--- config.mk ---
export PLATFORM = sky130hd
export DESIGN_NAME = alu_result_queue
export DESIGN_NICKNAME = d
export VERILOG_FILES = /design/src/rtl/alu_pkg.sv /design/src/rtl/alu_res_fifo.sv /design/src/rtl/alu_result_queue.sv
export SDC_FILE = /design/constraint.sdc
export NUM_CORES = 1
export LEC_CHECK = 0
export CORE_MARGIN = 4
export CORE_UTILIZATION = 45
export CTS_CLUSTER_DIAMETER = 120
export CTS_CLUSTER_SIZE = 20
export DETAILED_ROUTE_END_ITERATION = 10
export GPL_ROUTABILITY_DRIVEN = 0
export PLACE_DENSITY = 0.79
export SYNTH_ARGS = -nofsm -noshare
export SYNTH_HDL_FRONTEND = slang
export SYNTH_HIERARCHICAL = 1
export SYNTH_SLANG_ARGS = --single-unit
--- constraint.sdc ---
create_clock -name clk -period 2.65 [get_ports clk]
set_input_delay 0.6625 -clock clk [delete_from_list [all_inputs] [get_ports clk]]
set_output_delay 0.6625 -clock clk [all_outputs]
set_load 0.02 [all_outputs]
--- src/rtl/alu_pkg.sv ---
// Shared types for the ALU result path: op encodings, flag bit positions,
// the captured result word and the queue occupancy states.
package alu_pkg;

   typedef enum logic [1:0] {
      OP_ADD = 2'd0,
      OP_SUB = 2'd1,
      OP_AND = 2'd2,
      OP_OR  = 2'd3
   } alu_op_e;

   localparam int FLG_PAR = 4;
   localparam int FLG_OVF = 3;
   localparam int FLG_GT  = 2;
   localparam int FLG_EQ  = 1;
   localparam int FLG_LT  = 0;

   typedef struct packed {
      logic [7:0] y;
      logic [1:0] op;
      logic [4:0] flags;
   } alu_res_t;

   typedef enum logic [1:0] {
      Q_EMPTY   = 2'd0,
      Q_PARTIAL = 2'd1,
      Q_FULL    = 2'd2
   } q_state_e;

endpackage

--- src/rtl/alu_res_fifo.sv ---
// Small in-order FIFO for ALU result words; full/empty come from a state
// register kept in step with the occupancy count.
module alu_res_fifo
   import alu_pkg::*;
#(
   parameter int  DEPTH = 2,
   parameter type T     = alu_res_t
) (
   input  logic clk,
   input  logic rst,
   input  logic push_i,
   input  logic pop_i,
   input  T     wdata_i,
   output T     rdata_o,
   output logic full_o,
   output logic empty_o
);

   localparam int PTR_W = $clog2(DEPTH);
   localparam int CW    = $clog2(DEPTH + 1);
   localparam logic [CW-1:0] LAST = CW'(DEPTH - 1);
   localparam logic [CW-1:0] ONE  = CW'(1);

   T                 mem_q [DEPTH];
   logic [PTR_W-1:0] wr_ptr_q, wr_ptr_d, rd_ptr_q, rd_ptr_d;
   logic [CW-1:0]    count_q, count_d;
   q_state_e         state_q, state_d;
   logic             push, pop;

   assign full_o  = (state_q == Q_FULL);
   assign empty_o = (state_q == Q_EMPTY);
   assign rdata_o = mem_q[rd_ptr_q];

   always_comb begin
      push     = push_i && !full_o;
      pop      = pop_i && !empty_o;
      wr_ptr_d = wr_ptr_q;
      rd_ptr_d = rd_ptr_q;
      count_d  = count_q;
      state_d  = state_q;
      // DEPTH is a power of two, so pointers wrap by plain overflow
      if (push) wr_ptr_d = wr_ptr_q + 1'b1;
      if (pop)  rd_ptr_d = rd_ptr_q + 1'b1;
      if (push && !pop)      count_d = count_q + 1'b1;
      else if (pop && !push) count_d = count_q - 1'b1;
      unique case (state_q)
         Q_EMPTY:   if (push) state_d = Q_PARTIAL;
         Q_PARTIAL: begin
            if (push && !pop && count_q == LAST)     state_d = Q_FULL;
            else if (pop && !push && count_q == ONE) state_d = Q_EMPTY;
         end
         Q_FULL:    if (pop) state_d = Q_PARTIAL;
         default:   state_d = Q_EMPTY;
      endcase
   end

   always_ff @(posedge clk) begin
      if (rst) begin
         wr_ptr_q <= '0;
         rd_ptr_q <= '0;
         count_q  <= '0;
         state_q  <= Q_EMPTY;
         for (int i = 0; i < DEPTH; i++) mem_q[i] <= '0;
      end else begin
         wr_ptr_q <= wr_ptr_d;
         rd_ptr_q <= rd_ptr_d;
         count_q  <= count_d;
         state_q  <= state_d;
         if (push) mem_q[wr_ptr_q] <= wdata_i;
      end
   end

endmodule

--- src/rtl/alu_result_queue.sv ---
// Captures ALU results into a small FIFO and keeps saturating event counters.
// Define ALU_RES_STATS_EN to add the greater/equal/less outcome counters.
module alu_result_queue
   import alu_pkg::*;
#(
   parameter int DEPTH = 2,
   parameter int CNT_W = 8
) (
   input  logic             clk,
   input  logic             rst,
   input  logic             in_valid,
   output logic             in_ready,
   input  logic [7:0]       in_y,
   input  logic [1:0]       in_op,
   input  logic             in_parity,
   input  logic             in_overflow,
   input  logic             in_greater,
   input  logic             in_is_eq,
   input  logic             in_less,
   output logic             out_valid,
   input  logic             out_ready,
   output logic [7:0]       out_y,
   output logic [1:0]       out_op,
   output logic [4:0]       out_flags,
   input  logic             stat_clr,
   output logic [CNT_W-1:0] ovf_cnt
`ifdef ALU_RES_STATS_EN
   ,
   output logic [CNT_W-1:0] gt_cnt,
   output logic [CNT_W-1:0] eq_cnt,
   output logic [CNT_W-1:0] lt_cnt
`endif
);

   function automatic logic [CNT_W-1:0] sat_inc(input logic [CNT_W-1:0] v, input logic en);
      return (en && v != '1) ? v + 1'b1 : v;
   endfunction

   alu_res_t wdata, rdata;
   logic     full, empty, push;
   logic [CNT_W-1:0] ovf_q, ovf_d;

   always_comb begin
      wdata                = '0;
      wdata.y              = in_y;
      wdata.op             = in_op;
      wdata.flags[FLG_PAR] = in_parity;
      wdata.flags[FLG_OVF] = in_overflow;
      wdata.flags[FLG_GT]  = in_greater;
      wdata.flags[FLG_EQ]  = in_is_eq;
      wdata.flags[FLG_LT]  = in_less;
   end

   alu_res_fifo #(.DEPTH(DEPTH), .T(alu_res_t)) u_fifo (
      .clk     (clk),
      .rst     (rst),
      .push_i  (in_valid),
      .pop_i   (out_ready),
      .wdata_i (wdata),
      .rdata_o (rdata),
      .full_o  (full),
      .empty_o (empty)
   );

   assign in_ready  = !full;
   assign out_valid = !empty;
   assign out_y     = rdata.y;
   assign out_op    = rdata.op;
   assign out_flags = rdata.flags;
   assign push      = in_valid && !full;

   // clear takes priority over a same-cycle increment
   assign ovf_d   = stat_clr ? '0 : sat_inc(ovf_q, push && in_overflow);
   assign ovf_cnt = ovf_q;

   always_ff @(posedge clk) begin
      if (rst) ovf_q <= '0;
      else     ovf_q <= ovf_d;
   end

`ifdef ALU_RES_STATS_EN
   logic [CNT_W-1:0] gt_q, gt_d, eq_q, eq_d, lt_q, lt_d;

   assign gt_d   = stat_clr ? '0 : sat_inc(gt_q, push && in_greater);
   assign eq_d   = stat_clr ? '0 : sat_inc(eq_q, push && in_is_eq);
   assign lt_d   = stat_clr ? '0 : sat_inc(lt_q, push && in_less);
   assign gt_cnt = gt_q;
   assign eq_cnt = eq_q;
   assign lt_cnt = lt_q;

   always_ff @(posedge clk) begin
      if (rst) begin
         gt_q <= '0;
         eq_q <= '0;
         lt_q <= '0;
      end else begin
         gt_q <= gt_d;
         eq_q <= eq_d;
         lt_q <= lt_d;
      end
   end
`endif

endmodule

==> results of run 1 <==
-- cell usage after synthesis --
| library cell | number | area (um^2) |
|---|---|---|
| o21ai_0 | 4 | 20.0 |
| o21bai_1 | 1 | 7.51 |
| o21ai_1 | 1 | 5.00 |
| or2_2 | 1 | 6.26 |
| nand2_1 | 4 | 15.0 |
| clkbuf_1 | 1 | 3.75 |
| clkbuf_2 | 1 | 5.00 |
| inv_1 | 6 | 22.5 |
| nand3_1 | 2 | 10.0 |
| nor3b_1 | 1 | 7.51 |
| nor2b_2 | 1 | 8.76 |
| dfxtp_1 | 15 | 300 |
| and3_1 | 31 | 194 |
| buf_6 | 4 | 45.0 |
| a311oi_1 | 1 | 8.76 |
| and3b_2 | 1 | 10.0 |
| nand2b_1 | 1 | 6.26 |
| a41oi_1 | 1 | 8.76 |
| mux2i_1 | 1 | 10.0 |
| ha_1 | 4 | 50.1 |
| mux2_2 | 15 | 169 |
| a21o_1 | 1 | 7.51 |
| xor2_1 | 5 | 43.8 |
| a211oi_1 | 5 | 37.5 |
| or3_1 | 1 | 6.26 |
| a21oi_1 | 3 | 15.0 |
| nor2b_1 | 1 | 6.26 |
| inv_4 | 1 | 6.26 |
| a2bb2oi_1 | 1 | 8.76 |
| edfxtp_1 | 30 | 901 |
| nand2_2 | 1 | 6.26 |
| a31oi_1 | 2 | 12.5 |
| nor3_1 | 1 | 5.00 |
| nand4_1 | 1 | 6.26 |
| buf_2 | 3 | 15.0 |
| and4_2 | 1 | 10.0 |
| and3_2 | 1 | 7.51 |
| nor2_1 | 13 | 48.8 |
| mux2_4 | 1 | 15.0 |
| o211ai_1 | 1 | 7.51 |
| nand4_4 | 1 | 21.3 |
-- logic make-up after synthesis --
| kind of cell | count (synthesis) | share of synthesized area (%) |
|---|---|---|
| AOI/OAI and AO/OA | 21 | 6.61 |
| xor gates and xnor gates | 5 | 2.08 |
| adders and majority gates | 4 | 2.38 |
| buffers and inverters | 16 | 4.64 |
| DFF | 45 | 57.2 |
| muxes | 17 | 9.23 |
| and+or+nand+nor | 63 | 17.9 |
-- stage by stage --
step / util [%] / cell area [um^2] / setup WS [ps] / power [mW] / cells
floorplan: - / 2100 / 769 / 0.997 / 171
global placement: 57.8 / 2570 / 401 / 1.11 / 262
detailed placement: 57.8 / 2570 / 418 / 1.11 / 262
CTS: 59.6 / 2650 / 198 / 1.51 / 270
global route: 59.6 / 2650 / 162 / 1.57 / 270
finish: 59.6 / 2650 / 230 / 1.49 / 270
-- where the power goes --
part           total (mW)  internal, mW  switching [mW]
combinational       0.278         0.141           0.136
sequential          0.816         0.800          0.0163
clock               0.398         0.183           0.215
-- metal layers --
metal	share of wire (%)	GRT usage [%]	routed length, um
met5	0	0	0
met4	0.92	2.72	36
met3	6.5	4.85	254
met2	47	23.4	1860
met1	45	18.4	1770
-- final cells by class --
| class | count | share of cell area (%) |
|---|---|---|
| clock buffer | 6 | 2.74 |
| clock inverter | 2 | 0.378 |
| inverter | 7 | 1.09 |
| multi-input combinational | 110 | 30.3 |
| sequential | 45 | 45.3 |
| tap | 52 | 2.46 |
| timing repair buffer | 48 | 17.8 |
-- registers in the layout, indices dropped and copies added (netlist names), named ones only --
signal / cells
ovf_cnt: 8
u_fifo/count_q: 2
u_fifo/mem_q: 30
u_fifo/rd_ptr_q: 1
u_fifo/state_q: 2
u_fifo/wr_ptr_q: 1
-- final timing paths --
| check | end |
|---|---|
| min | u_fifo/count_q[1]$_SDFFE_PP0P_ |
| max | out_op[0] |
| max reg2reg | ovf_cnt[6]$_SDFFE_PP0P_ |
| min reg2reg | u_fifo/count_q[1]$_SDFFE_PP0P_ |
-- critical path: stages (launching register included) --
cell             delay [ps]
dfxtp_1                 310
buf_4                   230
mux2_2                  370
clkdlybuf4s50_1         550
==> flow_metrics.py, run 1 <==
metrics = {
    "run_status": {
        "status": "finished, final reports clean",
    },
    "yosys": {
        "netlist_area_mm2": 0.00210,
        "ys_warn_count": 6,
        "ys_seq_area_share_pct": 57.2,
        "ys_ff_latch": 45,
        "ys_types": 41,
        "synth.net_count": 195,
        "synth_cells": 171,
        "syn_avg_cell_area_um2": 12.3,
    },
    "sta": {
        "relSlewSlack_pct": 45.0,
        "holdWs_ps": 481,
        "worstMarginPinSlew_ps": 821,
        "post-route-min-period_ps": 2420,
        "fin_tns_setup_ps": 0,
        "setup_violations": 0,
        "rsz0062_at_grt": "false",
        "skew_ps": 4.27,
        "fmax_ghz": 0.413,
        "slew_viol_final": 0,
        "finalCritPeriodShare_pct": 91.3,
        "finalHoldViolCount": 0,
    },
    "grt": {
        "grt_pass1_vias": 1372,
        "antenna_found_initial": 0,
        "grt_overflow": 0,
        "grt.total_usage_pct": 14.2,
        "grt_max_degree": 34,
        "grt_pass1_wl_um": 6680,
    },
    "hold_path": {
        "holdPathStages": 2,
        "hold_start": "u_fifo/count_q[1]$_SDFFE_PP0P_",
        "hold_class": "register to register",
    },
    "setup_path": {
        "crit_required_ps": 1990,
        "r2r_cells": 6,
        "rrSetupSlack_ps": 990,
        "end_kind": "primary output",
        "crit_arrival_ps": 1760,
        "crit_fanout": 15,
        "r2r_start": "u_fifo/state_q[0]$_SDFFE_PP0P_",
        "startpoint_type": "register",
        "path_class": "register to primary output",
    },
    "finish": {
        "area.sequential_mm2": 0.00120,
        "drive_above_1_share_pct": 16.1,
        "nNetsFinal": 241,
        "antennaDiodeCount": 0,
        "multiInputGateArea_um2": 802,
        "final_common_cell": "clkdlybuf4s50_1",
        "area_growth_pct": 26.1,
        "layout_common_cells": "clkdlybuf4s50_1 (44), and3_1 (31), edfxtp_1 (30), dfxtp_1 (15), mux2_2 (15)",
        "fillers": 390,
    },
    "floorplan": {
        "die-area_mm2": 0.00583,
        "start_util_pct": 47.3,
        "die_h_um": 76.3,
        "die_x_um": 76.3,
        "io_pins": 45,
        "core_mm2": 0.00444,
        "rows": 24,
    },
    "routing": {
        "first_pass_iters": 4,
        "wl_um": 3920,
        "vias": 1450,
        "vias_per_cell": 5.37,
        "drc": 0,
        "postRouteAntennaNets": 0,
        "drt_iter0_markers": 130,
        "wire_per_inst_um": 14.5,
    },
    "clock_network": {
        "cts_resized": 0,
        "cts_made_buffers": 5,
        "post_cts_buffers": 0,
        "cts_root_buf": "clkbuf_8",
        "insertion_delay_ps": 290,
        "htreeDepth": 2,
        "numClockSinks": 45,
        "cts_tree": "done",
        "clockBufferDepth": 2,
        "clk_pin_slew_ps": 80,
        "cts_hold_buf": 0,
    },
    "pwr": {
        "p_per_area_mw_per_mm2": 563,
        "p_leak_nw": 1.11,
        "ir_worst_vdd_mv": 0.221,
    },
    "job": {
        "maxCapViolations": 0,
    },
    "place": {
        "numPortBuffers": 44,
        "place.detailed.hpwl_um": 2720,
    },
}
Power figures use the tool's default switching activity.
==> run 2, diff against run 1 <==
Settings changed: CAP_MARGIN set to 25, CORE_UTILIZATION 45 to 30, PLACE_DENSITY 0.79 to 0.59.
==> run 2 against run 1 <==
  * Clock skew is 4.1 ps higher
  * Worst hold slack better by 3.0 ps
  * Sequential share of layout area is 1.1 points lower
  * Critical path depth stayed put
  * Register-to-register slack better by 70 ps
  * Clock power is 10% higher
  * Critical path type unchanged
  * Largest power group unchanged
==> flow_metrics.py, run 2 (synthesis gave the netlist of run 1 again) <==
metrics = {
    "run_status": {
        "status": "finished, final reports clean",
    },
    "routing": {
        "first_pass_iters": 4,
        "wire_per_inst_um": 13.3,
        "postRouteAntennaNets": 0,
        "vias_per_cell": 4.57,
        "drc": 0,
        "wl_um": 4180,
        "drt_iter0_markers": 48,
        "vias": 1436,
    },
    "clock_network": {
        "insertion_delay_ps": 300,
        "numClockSinks": 45,
        "post_cts_buffers": 0,
        "clockBufferDepth": 2,
        "cts_resized": 0,
        "cts_hold_buf": 0,
        "clk_pin_slew_ps": 80,
        "htreeDepth": 2,
        "cts_made_buffers": 5,
        "cts_root_buf": "clkbuf_8",
        "cts_tree": "done",
    },
    "pwr": {
        "ir_worst_vdd_mv": 0.253,
        "internal_power_mw": 1.13,
        "switchingPower_mw": 0.403,
        "combPwrFrac_pct": 18.2,
        "p_leak_nw": 1.11,
        "p_per_area_mw_per_mm2": 565,
        "p_sw_share_pct": 26.3,
        "p_seq_share_pct": 53.1,
        "clkPwrFrac_pct": 28.6,
        "finalPower_mw": 1.53,
    },
    "floorplan": {
        "die_h_um": 91.7,
        "start_util_pct": 30.9,
        "die-area_mm2": 0.00841,
        "rows": 30,
        "io_pins": 45,
        "core_mm2": 0.00679,
        "die_x_um": 91.7,
    },
    "sta": {
        "finalHoldViolCount": 0,
        "skew_ps": 8.33,
        "rsz0062_at_grt": "false",
        "fmax_ghz": 0.414,
        "post-route-min-period_ps": 2420,
        "worstMarginPinSlew_ps": 959,
        "fin_ws_ps": 234,
        "finalCritPeriodShare_pct": 91.2,
        "slew_viol_final": 0,
        "holdWs_ps": 484,
        "relSlewSlack_pct": 35.8,
        "fin_tns_setup_ps": 0,
        "setup_violations": 0,
    },
    "setup_path": {
        "startpoint_type": "register",
        "critPathTopFamily": "buffers and inverters",
        "path_class": "register to primary output",
        "end_kind": "primary output",
        "crit_required_ps": 1990,
        "cpPeakStageDelay_ps": 530,
        "path_cells": "buf_4 -> mux2_2 -> clkdlybuf4s50_1",
        "critPathBufInv": 2,
        "r2r_start": "u_fifo/state_q[0]$_SDFFE_PP0P_",
        "crit_fanout": 15,
        "crit_arrival_ps": 1750,
        "slowest_stage": "clkdlybuf4s50_1",
    },
    "finish": {
        "area_growth_pct": 29.3,
        "layout_common_cells": "clkdlybuf4s50_1 (44), and3_1 (31), edfxtp_1 (30), dfxtp_1 (15), mux2_2 (15)",
        "fillers": 666,
        "regMostFlops": "u_fifo/mem_q",
        "largest_reg_flops": 30,
        "antennaDiodeCount": 0,
        "final_common_cell": "clkdlybuf4s50_1",
        "finalInstanceArea_mm2": 0.00272,
        "drive_above_1_share_pct": 16.5,
        "nNetsFinal": 241,
    },
    "place": {
        "place.detailed.hpwl_um": 2800,
        "numPortBuffers": 44,
        "placed_area_mm2": 0.00262,
        "dp_slack_ps": 359,
    },
    "grt": {
        "grtUsageMet3_pct": 3.04,
        "grt_pass1_vias": 1378,
        "grt_max_degree": 34,
        "grt.busiest_layer": "met2",
        "antenna_found_initial": 0,
        "met2_usage_pct": 15.2,
        "grt_pass1_wl_um": 6770,
        "grt.total_usage_pct": 10.1,
        "use_met1_pct": 13.8,
        "grt_overflow": 0,
    },
    "hold_path": {
        "hold_class": "register to register",
        "hold_start": "u_fifo/count_q[1]$_SDFFE_PP0P_",
    },
    "job": {
        "maxCapViolations": 0,
    },
}
## run 2: per-stage QoR
stage | cells | util [%]
finish | 314 | 40.0
global route | 314 | 40.0
CTS | 314 | 40.0
detailed placement | 306 | 38.6
global placement | 306 | 38.6
floorplan | 171 | -
## run 2: final cells by class
| cell class | count | area [um^2] | share of cell area (%) |
|---|---|---|---|
| Sequential cell | 45 | 1200 | 44.2 |
| Multi-Input combinational cell | 110 | 802 | 29.5 |
| Clock inverter | 3 | 25.0 | 0.921 |
| Inverter | 7 | 28.8 | 1.06 |
| Timing Repair Buffer | 48 | 470 | 17.3 |
| Clock buffer | 5 | 68.8 | 2.53 |
| Tap cell | 96 | 120 | 4.42 |
## run 2: final timing paths
| kind | endpoint | slack, ps | depth (start not counted) |
|---|---|---|---|
| setup / recovery | out_y[2] | 230 | 3 |
| hold / removal | u_fifo/count_q[1]$_SDFFE_PP0P_ | 480 | 2 |
| setup reg to reg | ovf_cnt[3]$_SDFFE_PP0P_ | 1060 | 6 |
| hold reg to reg | u_fifo/count_q[1]$_SDFFE_PP0P_ | 480 | 2 |
## run 2: per-layer routing
metal / wire, um / share of wire, % / vias up
met4: 51 / 1.2 / 0
met2: 1810 / 43 / 41
li1: - / - / 727
met3: 237 / 5.7 / 4
met1: 2080 / 50 / 664
met5: 0 / 0 / -
## run 2: power groups by stage
stage / registers [mW] / clock network (mW) / logic, mW
global placement: 0.831 / 0 / 0.281
global route: 0.821 / 0.484 / 0.304
finish: 0.816 / 0.439 / 0.280
CTS: 0.817 / 0.453 / 0.284
detailed placement: 0.833 / 0 / 0.282
floorplan: 0.829 / 0 / 0.168
## run 2: tightest hold or removal path: stages (launching register included)
cell      delay [ps]
dfxtp_1          300
inv_1             70
a211oi_1          70
==> run 3, diff against run 2 <==
Settings changed: CTS_CLUSTER_DIAMETER 120 to 200.
==> results of run 3 <==
Final layout, timing and power as in run 2 (identical DEF).
